## src/rtl/vga_timing_pkg.sv

```systemverilog
// Shared 640x480@60Hz raster constants for the timing master and sprite renderers.
// Used by vga_timing_gen (frame counter option: VGA_FRAME_CNT_EN).
package vga_timing_pkg;

    localparam int COORD_W = 10;
    typedef logic [COORD_W-1:0] coord_t;

    localparam int H_ACTIVE = 640;
    localparam int H_FP     = 16;
    localparam int H_SYNC   = 96;
    localparam int H_BP     = 48;
    localparam int V_ACTIVE = 480;
    localparam int V_FP     = 10;
    localparam int V_SYNC   = 2;
    localparam int V_BP     = 33;

    localparam int H_TOTAL      = H_ACTIVE + H_FP + H_SYNC + H_BP;
    localparam int V_TOTAL      = V_ACTIVE + V_FP + V_SYNC + V_BP;
    localparam int H_SYNC_START = H_ACTIVE + H_FP;
    localparam int H_SYNC_END   = H_SYNC_START + H_SYNC;
    localparam int V_SYNC_START = V_ACTIVE + V_FP;
    localparam int V_SYNC_END   = V_SYNC_START + V_SYNC;

    function automatic logic in_span(coord_t v, int lo, int hi);
        return (int'(v) >= lo) && (int'(v) < hi);
    endfunction

endpackage

```

## src/rtl/vga_sync_delay.sv

```systemverilog
// Reset-to-1 shift register aligning a sync line with the sprite pixel pipeline.
// DEPTH=0 is a straight wire.
module vga_sync_delay #(
    parameter int DEPTH = 2
) (
    input  logic Pclk,
    input  logic Rst_n,
    input  logic d_i,
    output logic q_o
);

    generate
        if (DEPTH == 0) begin : g_bypass
            logic unused_clk;
            assign unused_clk = Pclk ^ Rst_n;
            assign q_o = d_i;
        end else begin : g_shift
            logic [DEPTH-1:0] sr_q;
            logic [DEPTH-1:0] sr_d;

            if (DEPTH == 1) begin : g_one
                assign sr_d = d_i;
            end else begin : g_many
                assign sr_d = {sr_q[DEPTH-2:0], d_i};
            end

            always_ff @(posedge Pclk or negedge Rst_n) begin
                if (!Rst_n) sr_q <= '1;
                else        sr_q <= sr_d;
            end

            assign q_o = sr_q[DEPTH-1];
        end
    endgenerate

endmodule

```

## src/rtl/vga_timing_gen.sv

```systemverilog
// Raster timing master: pixel/line counters, registered decodes, animate divider.
// Optional 16-bit frame counter port when VGA_FRAME_CNT_EN is defined.
module vga_timing_gen #(
    parameter int H_ACTIVE   = vga_timing_pkg::H_ACTIVE,
    parameter int H_FP       = vga_timing_pkg::H_FP,
    parameter int H_SYNC     = vga_timing_pkg::H_SYNC,
    parameter int H_BP       = vga_timing_pkg::H_BP,
    parameter int V_ACTIVE   = vga_timing_pkg::V_ACTIVE,
    parameter int V_FP       = vga_timing_pkg::V_FP,
    parameter int V_SYNC     = vga_timing_pkg::V_SYNC,
    parameter int V_BP       = vga_timing_pkg::V_BP,
    parameter int SYNC_DELAY = 2,
    parameter int ANIM_DIV   = 3
) (
    input  logic                              Pclk,
    input  logic                              Rst_n,
    output logic [vga_timing_pkg::COORD_W-1:0] xx,
    output logic [vga_timing_pkg::COORD_W-1:0] yy,
    output logic                              aactive,
    output logic                              hsync,
    output logic                              vsync,
    output logic                              endframe,
`ifdef VGA_FRAME_CNT_EN
    output logic                              animate,
    output logic [15:0]                       frame_cnt
`else
    output logic                              animate
`endif
);

    import vga_timing_pkg::*;

    localparam int HTOT  = H_ACTIVE + H_FP + H_SYNC + H_BP;
    localparam int VTOT  = V_ACTIVE + V_FP + V_SYNC + V_BP;
    localparam int HS_LO = H_ACTIVE + H_FP;
    localparam int HS_HI = HS_LO + H_SYNC;
    localparam int VS_LO = V_ACTIVE + V_FP;
    localparam int VS_HI = VS_LO + V_SYNC;
    localparam int DIV_W = (ANIM_DIV > 1) ? $clog2(ANIM_DIV) : 1;

    coord_t           x_q, x_d, y_q, y_d;
    logic             act_q, act_d;
    logic             hs_q, hs_d, vs_q, vs_d;
    logic             ef_q, ef_d, an_q, an_d;
    logic [DIV_W-1:0] div_q, div_d;

    // Decodes look at the next counter value so they line up with xx/yy.
    always_comb begin
        x_d   = x_q + coord_t'(1);
        y_d   = y_q;
        div_d = div_q;
        an_d  = 1'b0;
        if (x_q == coord_t'(HTOT - 1)) begin
            x_d = '0;
            if (y_q == coord_t'(VTOT - 1)) y_d = '0;
            else                           y_d = y_q + coord_t'(1);
        end
        act_d = (x_d < coord_t'(H_ACTIVE)) && (y_d < coord_t'(V_ACTIVE));
        hs_d  = !in_span(x_d, HS_LO, HS_HI);
        vs_d  = !in_span(y_d, VS_LO, VS_HI);
        ef_d  = (x_d == coord_t'(H_ACTIVE - 1)) && (y_d == coord_t'(V_ACTIVE - 1));
        if (ef_d) begin
            if (div_q == DIV_W'(ANIM_DIV - 1)) begin
                div_d = '0;
                an_d  = 1'b1;
            end else begin
                div_d = div_q + DIV_W'(1);
            end
        end
    end

    always_ff @(posedge Pclk or negedge Rst_n) begin
        if (!Rst_n) begin
            x_q   <= '0;
            y_q   <= '0;
            act_q <= 1'b0;
            hs_q  <= 1'b1;
            vs_q  <= 1'b1;
            ef_q  <= 1'b0;
            an_q  <= 1'b0;
            div_q <= '0;
        end else begin
            x_q   <= x_d;
            y_q   <= y_d;
            act_q <= act_d;
            hs_q  <= hs_d;
            vs_q  <= vs_d;
            ef_q  <= ef_d;
            an_q  <= an_d;
            div_q <= div_d;
        end
    end

`ifdef VGA_FRAME_CNT_EN
    logic [15:0] fc_q, fc_d;

    always_comb begin
        fc_d = fc_q;
        if (ef_d) fc_d = fc_q + 16'd1;
    end

    always_ff @(posedge Pclk or negedge Rst_n) begin
        if (!Rst_n) fc_q <= '0;
        else        fc_q <= fc_d;
    end

    assign frame_cnt = fc_q;
`endif

    vga_sync_delay #(.DEPTH(SYNC_DELAY)) u_hs_dly (
        .Pclk  (Pclk),
        .Rst_n (Rst_n),
        .d_i   (hs_q),
        .q_o   (hsync)
    );

    vga_sync_delay #(.DEPTH(SYNC_DELAY)) u_vs_dly (
        .Pclk  (Pclk),
        .Rst_n (Rst_n),
        .d_i   (vs_q),
        .q_o   (vsync)
    );

    assign xx       = x_q;
    assign yy       = y_q;
    assign aactive  = act_q;
    assign endframe = ef_q;
    assign animate  = an_q;

endmodule

```

## config.mk

```make
export PLATFORM = sky130hd
export DESIGN_NAME = vga_timing_gen
export DESIGN_NICKNAME = d
export VERILOG_FILES = /design/src/rtl/vga_timing_pkg.sv /design/src/rtl/vga_sync_delay.sv /design/src/rtl/vga_timing_gen.sv
export SDC_FILE = /design/constraint.sdc
export NUM_CORES = 1
export LEC_CHECK = 0
export ABC_AREA = 1
export BUFFER_PORTS_ARGS = -buffer_cell sky130_fd_sc_hd__buf_2
export CORE_UTILIZATION = 50
export DETAILED_ROUTE_END_ITERATION = 10
export PLACE_DENSITY = 0.8
export SYNTH_ARGS = -nofsm -noshare
export SYNTH_HDL_FRONTEND = slang
export SYNTH_SLANG_ARGS = --single-unit
```

## constraint.sdc

```tcl
create_clock -name Pclk -period 1.6 [get_ports Pclk]
set_input_delay 0.16 -clock Pclk [delete_from_list [all_inputs] [get_ports Pclk]]
set_output_delay 0.16 -clock Pclk [all_outputs]
set_load 0.05 [all_outputs]
```

==> out/qor.csv <==
stage,metric,value,unit
global_route,initial antenna violation count,0,
status,outcome,finished with violations,
sta,unrepaired setup endpoints after global routing,yes,
setup_path,CP required,1.87,ns
global_route,GR Util met1,0.340,
place,post-DP HPWL,3570,µm
cts,clock buffer depth,2,
die,Core Rows,21,
drt,via count,2134,
yosys,Post-Synthesis Cells,248,
yosys,"Seq/Total Area, Yosys",0.427,
sta,Worst slew margin,0.535,
cts,clock-pin slew on the worst setup and hold paths,0.10,ns
setup_path,CP max FO,5,
sta,endpoints failing hold,0,
sta,min Tclk post-route,1.95,ns
sta,Final Setup Violations,8,
sta,fmax,513,MHz
flow_run,Max Cap Viol,0,
global_route,met2 Use GR,0.444,
power,PD cells,447,nW/µm²
power,worst vdd ir,0.000541,V
sta,final worst slack,-0.349,ns
hold_path,Hold Crit Class,in2async,
sta,clock skew,0.0114,ns
cts,CTS tree,done,
global_route,vias in the first global route,1781,
place,GPL Wtd Cong,0.942,
setup_path,startpoint types,flop,
drt,WL final,6260,µm
place,dpl ws,-0.334,ns
cells_and_area,Area Growth Syn to Fin,52.8,%
cts,"Clk Latency, worst-skew pair",0.36,ns
yosys,Mapped Avg Cell Area,7.39,µm²
sta,final hold slack,0.365,ns
die,Starting Density,0.537,
setup_path,Setup crit end kind,flop,
drt,drc violations,0,
place,Port Buf Inserts,26,
cells_and_area,"commonest cells after routing, fill and taps aside","nand2_1 (56), buf_4 (46), inv_1 (40)",
status,failing checks,negative setup slack,
die,area of the core,3420,µm²
cells_and_area,"commonest non-fill, non-tap cell in the layout",nand2_1,
sta,max-slew violation count,0,
setup_path,arrival time worst endpoint,2.22,ns
yosys,Synth Warn #,0,
global_route,GRT Resource Usage Total,0.267,
yosys,Mapped Nets,254,
setup_path,crit path kind,reg2reg,
global_route,largest net degree at the start of global routing,32,
sta,period utilization,1.22,
drt,drt first-iter violations,175,
die,Die Wd,62.5,µm
power,Lkg Pwr,1.51,nW
global_route,met3 GRT Util,0.0493,
cts,Max H-tree Level,2,
cells_and_area,Final #Nets,343,
die,# IOs,27,
cells_and_area,Inserted Diodes,0,
drt,vias per cell,5.56,
die,Die Y,62.5,µm
die,die footprint,3910,µm²
power,Power Total,0.00125,W
yosys,mapped cell area,1830,µm²
global_route,grt ovf,0,
global_route,GR peak layer,met2,
yosys,Netlist cell types,22,
drt,drt wl/cell,16.3,µm
yosys,#FFs+latches synth,31,
setup_path,cells on worst reg2reg path,11,
drt,DRT Pass-1 Iters,5,
cts,TritonCTS Buffers,5,
yosys,"area leader, netlist",dfrtp_1,
yosys,top cell type's share of synthesized area,0.341,
yosys,Area contributors post-synth,"dfrtp_1 (34%), nand2_1 (14%), dfstp_2 (8.6%)",
cts,Root Buffer,clkbuf_4,
global_route,first-pass GRT wire length,8000,µm
sta,worst slew pin tran,0.698,ns
drt,Antenna Nets Post-Route,0,
cells_and_area,share of cells above drive strength 1,0.530,
cts,count of clock tree sinks,31,
==> through the flow <==
step	TNS (ns)	area, µm²	util	std cells
after floorplan	-1.18	1880	-	248
after global placement	-1.33	2390	0.700	362
after detailed placement	-1.61	2390	0.700	362
after CTS	-1.12	2550	0.747	376
after global routing	-2.95	2800	0.820	384
final	-1.79	2800	0.820	384
==> metal layers <==
metal,vias up,share of wire,routed length [µm]
li1,944,-,-
met1,1013,0.38,2370
met2,135,0.48,3000
met3,42,0.089,559
met4,0,0.053,330
met5,-,0,0
==> kinds of logic after synthesis <==
kind of cell	synth area share
AO/OA/AOI/OAI	0.0300
XOR/XNOR	0.0143
adder cells (fa/ha/maj)	0.0273
buffers and inverters	0.0990
flip-flops	0.427
AND/OR/NAND/NOR	0.402
==> cell usage after synthesis <==
master and n:
o21ai_2 1, nand4_4 1, inv_1 42, nand2_2 8, nor2_4 5, nand2_1 70
ha_1 4, nor2_2 3, o21bai_1 1, nor2_1 31, o21ai_0 6, buf_2 1
inv_2 5, dfstp_2 6, a21oi_2 1, nand3_2 4, nand4_1 9, nor3_1 2
nor3_2 1, xor2_1 3, nand3_1 19, dfrtp_1 25
==> flip-flops by register name (all words and copies together), names as in the netlist <==
| register | cells |
|---|---|
| hs_q | 1 |
| xx | 10 |
| endframe | 1 |
| div_q | 2 |
| u_vs_dly.g_shift.sr_q | 2 |
| aactive | 1 |
| animate | 1 |
| u_hs_dly.g_shift.sr_q | 2 |
| yy | 10 |
| vs_q | 1 |
==> final timing paths <==
path | startpoint | to | slack [ns]
setup / recovery | xx[0] | endframe | -0.35
hold / removal | Rst_n | yy[2] | 0.37
setup reg to reg | xx[0] | endframe | -0.35
hold reg to reg | u_vs_dly.g_shift.sr_q[0] | u_vs_dly.g_shift.sr_q[1] | 0.37
max in group asynchronous | Rst_n | yy[0] | 0.71
min in group Pclk | u_vs_dly.g_shift.sr_q[0] | u_vs_dly.g_shift.sr_q[1] | 0.37
==> timing repair <==
action                     in CTS  in global routing
pin swaps                       8                 23
cloned                          0                  1
setup buffers                   5                 10
hold endpoints to repair       25                  0
resized for setup              17                 49
hold buffers                    1                  0
setup endpoints to repair       8                 14
==> report_power, final <==
group | switching (W) | internal [W]
Combinational | 0.0000150 | 0.00000244
Sequential | 0 | 0.000784
Clock | 0.000288 | 0.000163
==> critical path: stages (launching register included) <==
cell and delay, ns:
dfrtp_2 0.42, ha_4 0.16, nand2_4 0.08, nor2_4 0.14, nand4_4 0.16, nand2_2 0.17, inv_1 0.05, nor2_1 0.11
nand2_1 0.06, nor2_1 0.09, nand4_1 0.21, nor2_1 0.21
==> final cells by class <==
cell class / instances / area (µm²)
multi-input combinational: 170 / 1120
sequential: 31 / 800
fill: 202 / 616
timing repair buffer: 82 / 587
inverter: 47 / 184
tap: 46 / 57.6
clock buffer: 5 / 37.5
clock inverter: 3 / 15.0
Note: power is estimated with default switching activity, not from simulation.
